**config.mk**
```make
export PLATFORM = sky130hd
export DESIGN_NAME = router_modport
export DESIGN_NICKNAME = d
export VERILOG_FILES = /design/src/rtl/router_pkg.sv /design/src/rtl/router_fifo.sv /design/src/rtl/router_modport.sv
export SDC_FILE = /design/constraint.sdc
export NUM_CORES = 1
export LEC_CHECK = 0
export BUFFER_PORTS_ARGS = -buffer_cell sky130_fd_sc_hd__buf_2
export CORE_MARGIN = 2
export CORE_UTILIZATION = 44
export DETAILED_ROUTE_END_ITERATION = 8
export GPL_ROUTABILITY_DRIVEN = 1
export SETUP_SLACK_MARGIN = 0.05
export SYNTH_ARGS = -nofsm -noshare
export SYNTH_HDL_FRONTEND = slang
export SYNTH_SLANG_ARGS = --single-unit
```
**constraint.sdc**
```tcl
create_clock -name clock -period 4.2 [get_ports clock]
set_clock_uncertainty 0.2 [all_clocks]
set_input_delay 0.21 -clock clock [delete_from_list [all_inputs] [get_ports clock]]
set_output_delay 0.21 -clock clock [all_outputs]
set_load 0.005 [all_outputs]
```
**src/rtl/router_pkg.sv**
```systemverilog
`default_nettype none
// ============================================================================
// Module      : router_pkg
// Description : Shared types and constants for the 1x3 packet router.
//               - state_t      : router FSM state encoding
//               - ADDR_INVALID : header address that is silently dropped
//               - DEF_*        : default sizing for the router and its FIFOs
// Revision    : 1.0 - initial release
// ============================================================================
package router_pkg;

    localparam int DEF_DATA_W     = 8;
    localparam int DEF_FIFO_DEPTH = 16;
    localparam int DEF_TIMEOUT    = 30;
    localparam int NUM_PORTS      = 3;

    localparam logic [1:0] ADDR_INVALID = 2'd3;

    typedef enum logic [2:0] {
        ST_DECODE     = 3'd0,
        ST_WAIT_EMPTY = 3'd1,
        ST_LOAD       = 3'd2,
        ST_DROP       = 3'd3,
        ST_CHECK      = 3'd4
    } state_t;

endpackage
`default_nettype wire

```
**src/rtl/router_fifo.sv**
```systemverilog
`default_nettype none
// ============================================================================
// Module      : router_fifo
// Description : Synchronous FIFO for one router output port.
//               Ports:
//                 clock, reset   - clock, synchronous active-high reset
//                 soft_reset     - flush pointers/count/dout (timeout flush)
//                 we, din        - write request and data
//                 re             - pop request; dout updates on the pop edge
//                 dout           - last popped byte (held otherwise)
//                 empty, full    - status; full drops while a pop is pending
// Revision    : 1.0 - initial release
// ============================================================================
module router_fifo
    import router_pkg::*;
#(
    parameter int DATA_W = DEF_DATA_W,
    parameter int DEPTH  = DEF_FIFO_DEPTH
) (
    input  logic              clock,
    input  logic              reset,
    input  logic              soft_reset,
    input  logic              we,
    input  logic [DATA_W-1:0] din,
    input  logic              re,
    output logic [DATA_W-1:0] dout,
    output logic              empty,
    output logic              full
);

    localparam int PTR_W = $clog2(DEPTH);

    logic [DATA_W-1:0] r_mem [DEPTH];
    logic [PTR_W-1:0]  r_wptr;
    logic [PTR_W-1:0]  r_rptr;
    logic [PTR_W:0]    r_count;
    logic [DATA_W-1:0] r_dout;

    logic w_do_rd;
    logic w_do_wr;
    logic w_at_cap;

    assign w_do_rd  = re && (r_count != '0);
    assign w_at_cap = (r_count == (PTR_W+1)'(DEPTH));
    // A pop in the same cycle frees a slot, so full is released combinationally.
    assign full     = w_at_cap && !w_do_rd;
    assign w_do_wr  = we && !full;
    assign empty    = (r_count == '0);
    assign dout     = r_dout;

    always_ff @(posedge clock) begin
        if (w_do_wr) begin
            r_mem[r_wptr] <= din;
        end
    end

    always_ff @(posedge clock) begin
        if (reset || soft_reset) begin
            r_wptr  <= '0;
            r_rptr  <= '0;
            r_count <= '0;
            r_dout  <= '0;
        end else begin
            if (w_do_wr) begin
                r_wptr <= r_wptr + PTR_W'(1);
            end
            if (w_do_rd) begin
                r_dout <= r_mem[r_rptr];
                r_rptr <= r_rptr + PTR_W'(1);
            end
            case ({w_do_wr, w_do_rd})
                2'b10:   r_count <= r_count + (PTR_W+1)'(1);
                2'b01:   r_count <= r_count - (PTR_W+1)'(1);
                default: r_count <= r_count;
            endcase
        end
    end

endmodule
`default_nettype wire

```
**src/rtl/router_modport.sv**
```systemverilog
`default_nettype none
// ============================================================================
// Module      : router_modport
// Description : 1-input / 3-output byte-serial packet router.
//               Header byte: addr = [1:0], length = [7:2]. Payload follows
//               while pkt_valid is high; the first byte with pkt_valid low is
//               the parity byte (XOR of header and payload).
//               Ports:
//                 clock, reset           - clock, synchronous active-high reset
//                 data_in, pkt_valid     - source byte stream
//                 busy                   - source must hold data_in
//                 err                    - parity mismatch on last packet
//                 read_enb_i             - destination i pops a byte
//                 valid_out_i            - FIFO i not empty
//                 data_out_i             - byte popped from FIFO i
// Revision    : 1.0 - initial release
// ============================================================================
module router_modport
    import router_pkg::*;
#(
    parameter int DATA_W     = DEF_DATA_W,
    parameter int FIFO_DEPTH = DEF_FIFO_DEPTH,
    parameter int TIMEOUT    = DEF_TIMEOUT
) (
    input  logic              clock,
    input  logic              reset,
    input  logic [DATA_W-1:0] data_in,
    input  logic              pkt_valid,
    output logic              busy,
    output logic              err,
    input  logic              read_enb_0,
    input  logic              read_enb_1,
    input  logic              read_enb_2,
    output logic              valid_out_0,
    output logic              valid_out_1,
    output logic              valid_out_2,
    output logic [DATA_W-1:0] data_out_0,
    output logic [DATA_W-1:0] data_out_1,
    output logic [DATA_W-1:0] data_out_2
);

    localparam int CNT_W = $clog2(TIMEOUT + 1);

    state_t            r_state;
    state_t            w_next;
    logic [1:0]        r_addr;
    logic [DATA_W-1:0] r_parity;
    logic [DATA_W-1:0] r_rx_parity;
    logic              r_err;

    logic [1:0]            w_hdr_addr;
    logic [NUM_PORTS-1:0]  w_re;
    logic [NUM_PORTS-1:0]  w_empty;
    logic [NUM_PORTS-1:0]  w_full;
    logic [NUM_PORTS-1:0]  w_we;
    logic [NUM_PORTS-1:0]  w_soft;
    logic [DATA_W-1:0]     w_dout [NUM_PORTS];

    logic       w_wr_en;
    logic [1:0] w_wr_port;
    logic       w_hdr_accept;
    logic       w_load_byte;
    logic       w_load_parity;

    assign w_hdr_addr = data_in[1:0];
    assign w_re       = {read_enb_2, read_enb_1, read_enb_0};

    assign valid_out_0 = !w_empty[0];
    assign valid_out_1 = !w_empty[1];
    assign valid_out_2 = !w_empty[2];
    assign data_out_0  = w_dout[0];
    assign data_out_1  = w_dout[1];
    assign data_out_2  = w_dout[2];
    assign err         = r_err;

    generate
        for (genvar i = 0; i < NUM_PORTS; i++) begin : g_port
            logic [CNT_W-1:0] r_cnt;

            assign w_we[i]   = w_wr_en && (w_wr_port == 2'(i));
            // Counter sitting at TIMEOUT flushes the FIFO on the next edge.
            assign w_soft[i] = (r_cnt == CNT_W'(TIMEOUT));

            always_ff @(posedge clock) begin
                if (reset || w_soft[i]) begin
                    r_cnt <= '0;
                end else if (!w_empty[i] && !w_re[i]) begin
                    r_cnt <= r_cnt + CNT_W'(1);
                end else begin
                    r_cnt <= '0;
                end
            end

            router_fifo #(
                .DATA_W (DATA_W),
                .DEPTH  (FIFO_DEPTH)
            ) u_fifo (
                .clock      (clock),
                .reset      (reset),
                .soft_reset (w_soft[i]),
                .we         (w_we[i]),
                .din        (data_in),
                .re         (w_re[i]),
                .dout       (w_dout[i]),
                .empty      (w_empty[i]),
                .full       (w_full[i])
            );
        end
    endgenerate

    always_comb begin
        w_next        = r_state;
        busy          = 1'b0;
        w_wr_en       = 1'b0;
        w_wr_port     = r_addr;
        w_hdr_accept  = 1'b0;
        w_load_byte   = 1'b0;
        w_load_parity = 1'b0;
        case (r_state)
            ST_DECODE: begin
                if (pkt_valid) begin
                    if (w_hdr_addr == ADDR_INVALID) begin
                        w_next = ST_DROP;
                    end else if (w_empty[w_hdr_addr]) begin
                        w_wr_en      = 1'b1;
                        w_wr_port    = w_hdr_addr;
                        w_hdr_accept = 1'b1;
                        w_next       = ST_LOAD;
                    end else begin
                        w_next = ST_WAIT_EMPTY;
                    end
                end
            end
            ST_WAIT_EMPTY: begin
                busy = 1'b1;
                // A flushed destination abandons the held packet.
                if (w_soft[r_addr]) begin
                    w_next = pkt_valid ? ST_DROP : ST_DECODE;
                end else if (w_empty[r_addr]) begin
                    w_wr_en      = 1'b1;
                    w_hdr_accept = 1'b1;
                    w_next       = ST_LOAD;
                end
            end
            ST_LOAD: begin
                if (w_soft[r_addr]) begin
                    w_next = pkt_valid ? ST_DROP : ST_DECODE;
                end else begin
                    busy = w_full[r_addr];
                    if (!w_full[r_addr]) begin
                        w_wr_en = 1'b1;
                        if (pkt_valid) begin
                            w_load_byte = 1'b1;
                        end else begin
                            w_load_parity = 1'b1;
                            w_next        = ST_CHECK;
                        end
                    end
                end
            end
            ST_DROP: begin
                if (!pkt_valid) begin
                    w_next = ST_DECODE;
                end
            end
            ST_CHECK: begin
                busy   = 1'b1;
                w_next = ST_DECODE;
            end
            default: begin
                w_next = ST_DECODE;
            end
        endcase
    end

    always_ff @(posedge clock) begin
        if (reset) begin
            r_state     <= ST_DECODE;
            r_addr      <= '0;
            r_parity    <= '0;
            r_rx_parity <= '0;
            r_err       <= 1'b0;
        end else begin
            r_state <= w_next;
            if (r_state == ST_DECODE && pkt_valid && w_hdr_addr != ADDR_INVALID) begin
                r_addr <= w_hdr_addr;
            end
            if (w_hdr_accept) begin
                r_parity <= data_in;
                r_err    <= 1'b0;
            end
            if (w_load_byte) begin
                r_parity <= r_parity ^ data_in;
            end
            if (w_load_parity) begin
                r_rx_parity <= data_in;
            end
            if (r_state == ST_CHECK) begin
                r_err <= (r_parity != r_rx_parity);
            end
        end
    end

endmodule
`default_nettype wire

```
### Word level (Yosys, flattened, before mapping)

Memory sizes are Yosys's and may differ from the RTL's. A register that Yosys moved wholly into a read port is not among the register bits.
Cells that the tools add are included.

| word-level totals | value |
|---|---|
| bits in registers | 76 |
| bits in writable memories | 384 |
| input port bits | 14 |
| output and inout port bits | 29 |
| memories | 3 |

Memories:

| name | words | bits a word | read ports | clocked after memory_dff | write ports | line | RTL |
|---|---|---|---|---|---|---|---|
| g_port[0].u_fifo.r_mem | 16 | 8 | 1 | 1 | 1 | router_fifo.sv:33 | `logic [DATA_W-1:0] r_mem [DEPTH];` |
| g_port[1].u_fifo.r_mem | 16 | 8 | 1 | 1 | 1 | router_fifo.sv:33 |  |
| g_port[2].u_fifo.r_mem | 16 | 8 | 1 | 1 | 1 | router_fifo.sv:33 |  |

| cells by class | value |
|---|---|
| add/sub/neg operators | 15 |
| $lt $le $gt $ge | 2 |
| equal/unequal tests | 26 |
| multiplexer cells | 55 |
| bitwise operators | 4 |
| reductions and logical operators | 50 |

Operator list:

| kind | number |
|---|---|
| $add 5x1->5 const B | 6 |
| $eq 5x5->1 const B | 6 |
| $pmux 5 s2 | 3 |
| $mux 1 | 28 |
| $add 4x1->4 const B | 6 |
| $mux 3 | 7 |
| $logic_and 1x1->1 | 17 |
| $mux 8 | 2 |
| $logic_not 5->1 | 3 |
| $reduce_bool 5->1 | 3 |
| $sub 5x1->5 const B | 3 |
| $mux 2 | 7 |
| $logic_not 1->1 | 12 |
| $pmux 3 s4 | 1 |
| $eq 2x2->1 const B | 5 |
| $reduce_bool 2->1 | 5 |
| $ne 3x3->1 const B | 3 |
| $bmux 1 s2 | 4 |
| $eq 2x1->1 const B | 4 |
| $ne 8x8->1 | 1 |
| $reduce_or 2->1 | 4 |
| $xor 8x8->8 | 1 |
| $eq 3x2->1 const B | 2 |
| $lt 2x3->1 const B | 2 |
| 10 further kinds | 17 |

### Depth between registers and ports, before layout

| logic depth | value |
|---|---|
| depth in word-level cells | 13 |
| gate-level depth with buffers | 19 |
| depth with buffers taken out | 17 |

### Cells and area by module

From an unflattened synthesis, not the netlist that was laid out.

| unflattened totals | value |
|---|---|
| cell total of the unflattened synthesis | 1334 |
| area total of the unflattened synthesis | 20043.0 um^2 |

By module, submodules not included:

| module | times used | cells an instance | area each (um^2) | sequential area each (um^2) |
|---|---|---|---|---|
| router_fifo (g_port[1].u_fifo ...) | 2 | 368 | 6000.8 | 4264.1 |
| router_fifo (g_port[0].u_fifo) | 1 | 368 | 6002.0 | 4264.1 |
| router_modport | 1 | 230 | 2039.5 | 740.7 |

### Least setup slack after synthesis

Ideal clock, no wire load.

| path | value |
|---|---|
| path kind | flip-flop to flip-flop |
| from | reg g_port[2].u_fifo.r_count[1] |
| to | reg g_port[1].u_fifo.r_count[4] |
| library setup time | 0.071 ns |
| arrival | 3.953 ns |
| slack | -0.024 ns |
| cell stages (with the launch flop) | 19 |
| buffers on the path | 3 |
| period minus slack after synthesis | 4.224 ns |
| path through | dfxtp_1 buf_6 or4_1 or4b_4 a311oi_2 and2_4 o2111a_4 buf_2 inv_1 ha_1 clkbuf_1 xor2_1 ha_1 o21ai_0 a21oi_1 a21oi_1 xor2_1 or3_1 a21oi_1 |

| between the ends | value |
|---|---|
| longest elaborated chain between the ends | 13 |

RTL lines:

| what | line | RTL |
|---|---|---|
| start, declared | router_fifo.sv:36 | `logic [PTR_W:0] r_count;` |
| start signal, assigned | router_fifo.sv:72 | `2'b10: r_count <= r_count + (PTR_W+1)'(1);` |
| start signal, assigned | router_fifo.sv:73 | `2'b01: r_count <= r_count - (PTR_W+1)'(1);` |
| start signal, assigned | router_fifo.sv:74 | `default: r_count <= r_count;` |
| $reduce_bool 5->1 | router_fifo.sv:43 | `assign w_do_rd = re && (r_count != '0);` |
| $logic_and 1x1->1 | router_fifo.sv:43 |  |
| $logic_not 1->1 | router_fifo.sv:46 | `assign full = w_at_cap && !w_do_rd;` |
| $logic_and 1x1->1 | router_fifo.sv:46 |  |
| $bmux 1 s2 | router_modport.sv:150 | `if (!w_full[r_addr]) begin` |
| $mux 1 (implied by the code) | router_modport.sv:150 |  |
| $mux 1 | router_modport.sv:150 |  |
| $mux 1 | router_modport.sv:146 | `if (w_soft[r_addr]) begin` |
| $pmux 1 s3 | router_modport.sv:119 | `case (r_state)` |
| $logic_and 1x1->1 (*) | router_modport.sv:80 | `assign w_we[i] = w_wr_en && (w_wr_port == 2'(i));` |
| $logic_and 1x1->1 (*) | router_fifo.sv:47 | `assign w_do_wr = we && !full;` |
| $eq 2x1->1 / $eq 2x2->1 (equally long branches) | router_fifo.sv:71 | `case ({w_do_wr, w_do_rd})` |
| $pmux 5 s2 / $reduce_bool 2->1 (equally long branches) | - |  |
| end signal, assigned | router_fifo.sv:72 |  |
| end signal, assigned | router_fifo.sv:73 |  |
| end signal, assigned | router_fifo.sv:74 |  |
| end, declared | router_fifo.sv:36 |  |

Mark *: on every way between the ends. The rest lies on a longest branch, timed or not. The select of a mux whose other input is x is not followed.
A chain may end at the register's enable or synchronous reset.

### Worst setup path after layout

| path | value |
|---|---|
| from | reg g_port[2].u_fifo.r_count[1] |
| to | reg g_port[0].u_fifo.r_count[4] |

| between the ends | value |
|---|---|
| longest elaborated chain between the ends | 13 |

RTL lines:

| what | line |
|---|---|
| $reduce_bool 5->1 | router_fifo.sv:43 |
| $logic_and 1x1->1 | router_fifo.sv:43 |
| $logic_not 1->1 | router_fifo.sv:46 |
| $logic_and 1x1->1 | router_fifo.sv:46 |
| $bmux 1 s2 | router_modport.sv:150 |
| $mux 1 (implied by the code) | router_modport.sv:150 |
| $mux 1 | router_modport.sv:150 |
| $mux 1 | router_modport.sv:146 |
| $pmux 1 s3 | router_modport.sv:119 |
| $logic_and 1x1->1 (*) | router_modport.sv:80 |
| $logic_and 1x1->1 (*) | router_fifo.sv:47 |
| $eq 2x1->1 / $eq 2x2->1 (equally long branches) | router_fifo.sv:71 |
| $pmux 5 s2 / $reduce_bool 2->1 (equally long branches) | - |
| end signal, assigned | router_fifo.sv:72 |
| end signal, assigned | router_fifo.sv:73 |
| end signal, assigned | router_fifo.sv:74 |
| end, declared | router_fifo.sv:36 |

Marks and branches as above.

==> results by group <==
Layout
  • Area of the multi-input gates: 5856 sq um
  • Layout area overhead: 14.24%
  • Reg area: 13540 sq um
  • Layout cells sized above 1: 0.2381
  • Inserted Diodes: 0
  • Fin nets: 1346
  • Fillers: 3614

CTS
  • Setup Fix Bufs, Post-CTS: 0
  • Worst-path clk slew: 0.06 ns
  • TritonCTS clock tree: done
  • CTS sink count: 484
  • CTS H-Tree Depth: 2
  • CTS buffer count: 49
  • Root buf cell: clkbuf_16
  • Worst skew pair latency: 0.57 ns
  • Max Root-Sink Buffers: 3

Synthesis
  • Synthesis-stage register bit count: 484
  • Register area share after synthesis: 0.6840
  • Top cell type's share of synthesized area: 0.5828
  • Most common cell in the synthesized netlist: edfxtp_1
  • Post-Syn Area: 19780 sq um
  • Post-synth top cells: 384 x edfxtp_1, 120 x mux4_2, 101 x nor2_1
  • Number of synthesized flops with an enable pin: 384
  • Main synth FF type: edfxtp_1
  • YS warnings: 0
  • Synth area leaders: edfxtp_1 58%, mux4_2 14%, dfxtp_1 10%
  • Avg Synthesized Cell Area: 16.36 sq um
  • FFs w/ async S/R, synth: 0
  • Cell variety after synth: 61
  • Largest area contributor in the netlist: edfxtp_1
  • Post-Syn Nets: 1255
  • Post-Syn Instances: 1209

Floorplan
  • I/O Pins: 43
  • DIE AREA: 46680 sq um
  • Die height: 216.0 um
  • FP Rows: 77
  • Initial Utilization: 0.4464
  • Die W: 216.0 um
  • Area of the core: 44320 sq um

Timing
  • Worst slew margin: 0.2293
  • TNS Setup: 0 ns
  • Post-layout min period: 3.945 ns
  • Min Hold Slack: 0.1772 ns
  • Final number of setup-violating endpoints: 0
  • Max Clock Freq: 0.2535 GHz
  • RSZ-0062 raised after global routing: yes
  • Period Utilization, post-route: 0.9393
  • Slew Limit Fails: 0
  • Final Hold Viols: 0
  • Worst Tran Pin Value: 1.156 ns

Global route
  • GRT overflow: 0
  • Largest net degree at the start of global routing: 52
  • GRT Total Usage: 0.1756
  • First-pass GRT wire length: 62.06 mm
  • Vias in the first global route: 10.30k
  • Initial antenna violation count: 0

Run status
  • Outcome: finished, final reports clean

Routing
  • # DRC: 0
  • Post-route ant nets: 0
  • Routed wire length: 40.59 mm
  • DR pass1 iterations: 5
  • Iteration-0 DRC Markers: 965
  • DR vias/cell: 5.390
  • WL/cell: 21.01 um
  • Via count: 10.41k

Power and ir drop
  • Worst VDD drop: 386.5 uV
  • Leak Pwr: 7.536 nW
  • Pwr Density: 553.0 nW/um^2

Critical path
  • Crit path from: g_port[2].u_fifo.r_count[1]
  • Worst path bufs/invs: 1
  • R2R depth: 15
  • Critical Path Max Stage Delay: 0.51 ns
  • Critical R2R Launch: g_port[2].u_fifo.r_count[1]
  • Critical path class: flop to flop
  • Worst R2R End: g_port[0].u_fifo.r_count[4]
  • CP cell instances: or4_1, or4b_4, a311oi_2, and2_4, o21a_1, inv_1, ha_2, xor2_1, ha_1, o21ai_0, a21oi_1, a21oi_1, xor2_1, or3_1, a21oi_1
  • CP Data Arrival Time: 4.23 ns
  • Most frequent CP cell: a21oi_1
  • Top delay family on crit path: simple AND/OR/NAND/NOR gates
  • CP max-delay cell: or4_1
  • Worst-path maximum fanout: 9
  • Crit path to: g_port[0].u_fifo.r_count[4]
  • Worst Setup Start Kind: flop
  • Critical Path RT: 4.48 ns
  • R2r setup slk: 0.26 ns
  • Worst setup EP type: flop
  • Crit path depth: 15

Placed design
  • Routability congestion estimate from global placement: 0.7956
  • HPWL Detailed: 25.37 mm
  • Buffers on Ports: 42

Worst hold path
  • Worst Hold Class: input port to flop

Run
  • Max-cap violations: 0
## per-layer routing
metal,vias to the layer above,global-route usage,part of all wire
met5,-,0,0
met4,0,0.05525,0.025
met3,64,0.02650,0.044
met2,216,0.2854,0.48
met1,5291,0.2454,0.45
li1,4842,-,-
## per-stage QoR
| step | area (sq um) | instances | util | total power [mW] | worst slack (ns) |
|---|---|---|---|---|---|
| 4_1_cts | 22590 | 1932 | 0.5097 | 12.63 | 0.1122 |
| 2_1_floorplan | 19790 | 1209 | - | 7.460 | 0.06668 |
| 3_3_place_gp | 20880 | 1833 | 0.4710 | 8.197 | 0.2043 |
| 6_report | 22600 | 1932 | 0.5100 | 12.50 | 0.2551 |
| 5_1_grt | 22600 | 1932 | 0.5100 | 13.09 | 0.03897 |
| 3_5_place_dp | 20880 | 1833 | 0.4710 | 8.237 | 0.05607 |
## cell type report
cell class,instances,share of cell area
clock buffer,78,0.06544
tap,592,0.03277
multi-input combinational,634,0.2591
timing repair buffer,108,0.03322
inverter,23,0.003820
sequential,484,0.5990
clock inverter,13,0.006643
## flip-flops by register name, summed over array words and instances, names as in the netlist
name / flops
g_port.u_fifo.r_mem: 384
g_port.u_fifo.dout: 24
g_port.r_cnt: 15
g_port.u_fifo.r_count: 15
g_port.u_fifo.r_rptr: 12
g_port.u_fifo.r_wptr: 12
r_parity: 8
r_rx_parity: 8
r_state: 3
r_addr: 2
err: 1
## cell families (layout without fill, tap and decap cells)
| kind of cell | Yosys count | after routing | share of synthesized area |
|---|---|---|---|
| AOI/OAI and AO/OA | 114 | 114 | 0.03611 |
| xor gates and xnor gates | 43 | 43 | 0.01904 |
| adders and majority gates | 32 | 32 | 0.02024 |
| buffers and inverters | 91 | 222 | 0.02106 |
| DFF | 484 | 484 | 0.6840 |
| muxes | 138 | 138 | 0.1460 |
| and+or+nand+nor | 307 | 307 | 0.07355 |
## report_power, final
| group | switching (mW) | total [mW] | internal (mW) | leakage [nW] |
|---|---|---|---|---|
| combinational | 1.33 | 2.48 | 1.15 | 2.47 |
| sequential | 0.216 | 5.65 | 5.43 | 4.27 |
| clock | 1.78 | 4.37 | 2.60 | 0.800 |
| total | 3.32 | 12.5 | 9.18 | 7.54 |
## layout by cell type, fill, tap and decap left out, types with 31 or more instances in the layout
| cell | instances |
|---|---|
| clkbuf_16 | 52 |
| nor2_1 | 100 |
| dfxtp_1 | 96 |
| buf_2 | 42 |
| buf_4 | 56 |
| edfxtp_1 | 384 |
| a21oi_1 | 46 |
| xor2_1 | 33 |
| ha_1 | 31 |
| nand2_1 | 95 |
| mux4_2 | 120 |
## worst min path at each step
stage | start | to | cells past startpoint
2_1_floorplan | data_in[0] | g_port[0].u_fifo.r_mem[0][0] | 0
3_3_place_gp | g_port[0].u_fifo.dout[5] | g_port[0].u_fifo.dout[5] | 2
3_5_place_dp | g_port[0].u_fifo.dout[2] | g_port[0].u_fifo.dout[2] | 2
4_1_cts | data_in[5] | g_port[2].u_fifo.r_mem[7][5] | 1
5_1_grt | data_in[5] | g_port[2].u_fifo.r_mem[5][5] | 1
6_report | data_in[5] | g_port[2].u_fifo.r_mem[7][5] | 1
## repair_timing
| item | 4_1_cts | 5_1_grt |
|---|---|---|
| hold endpoints to repair | 67 | 0 |
| setup endpoints to repair | 1 | 3 |
| resized for setup | 1 | 5 |
| hold buffers | 8 | 0 |
(Power assumes the default switching activity.)
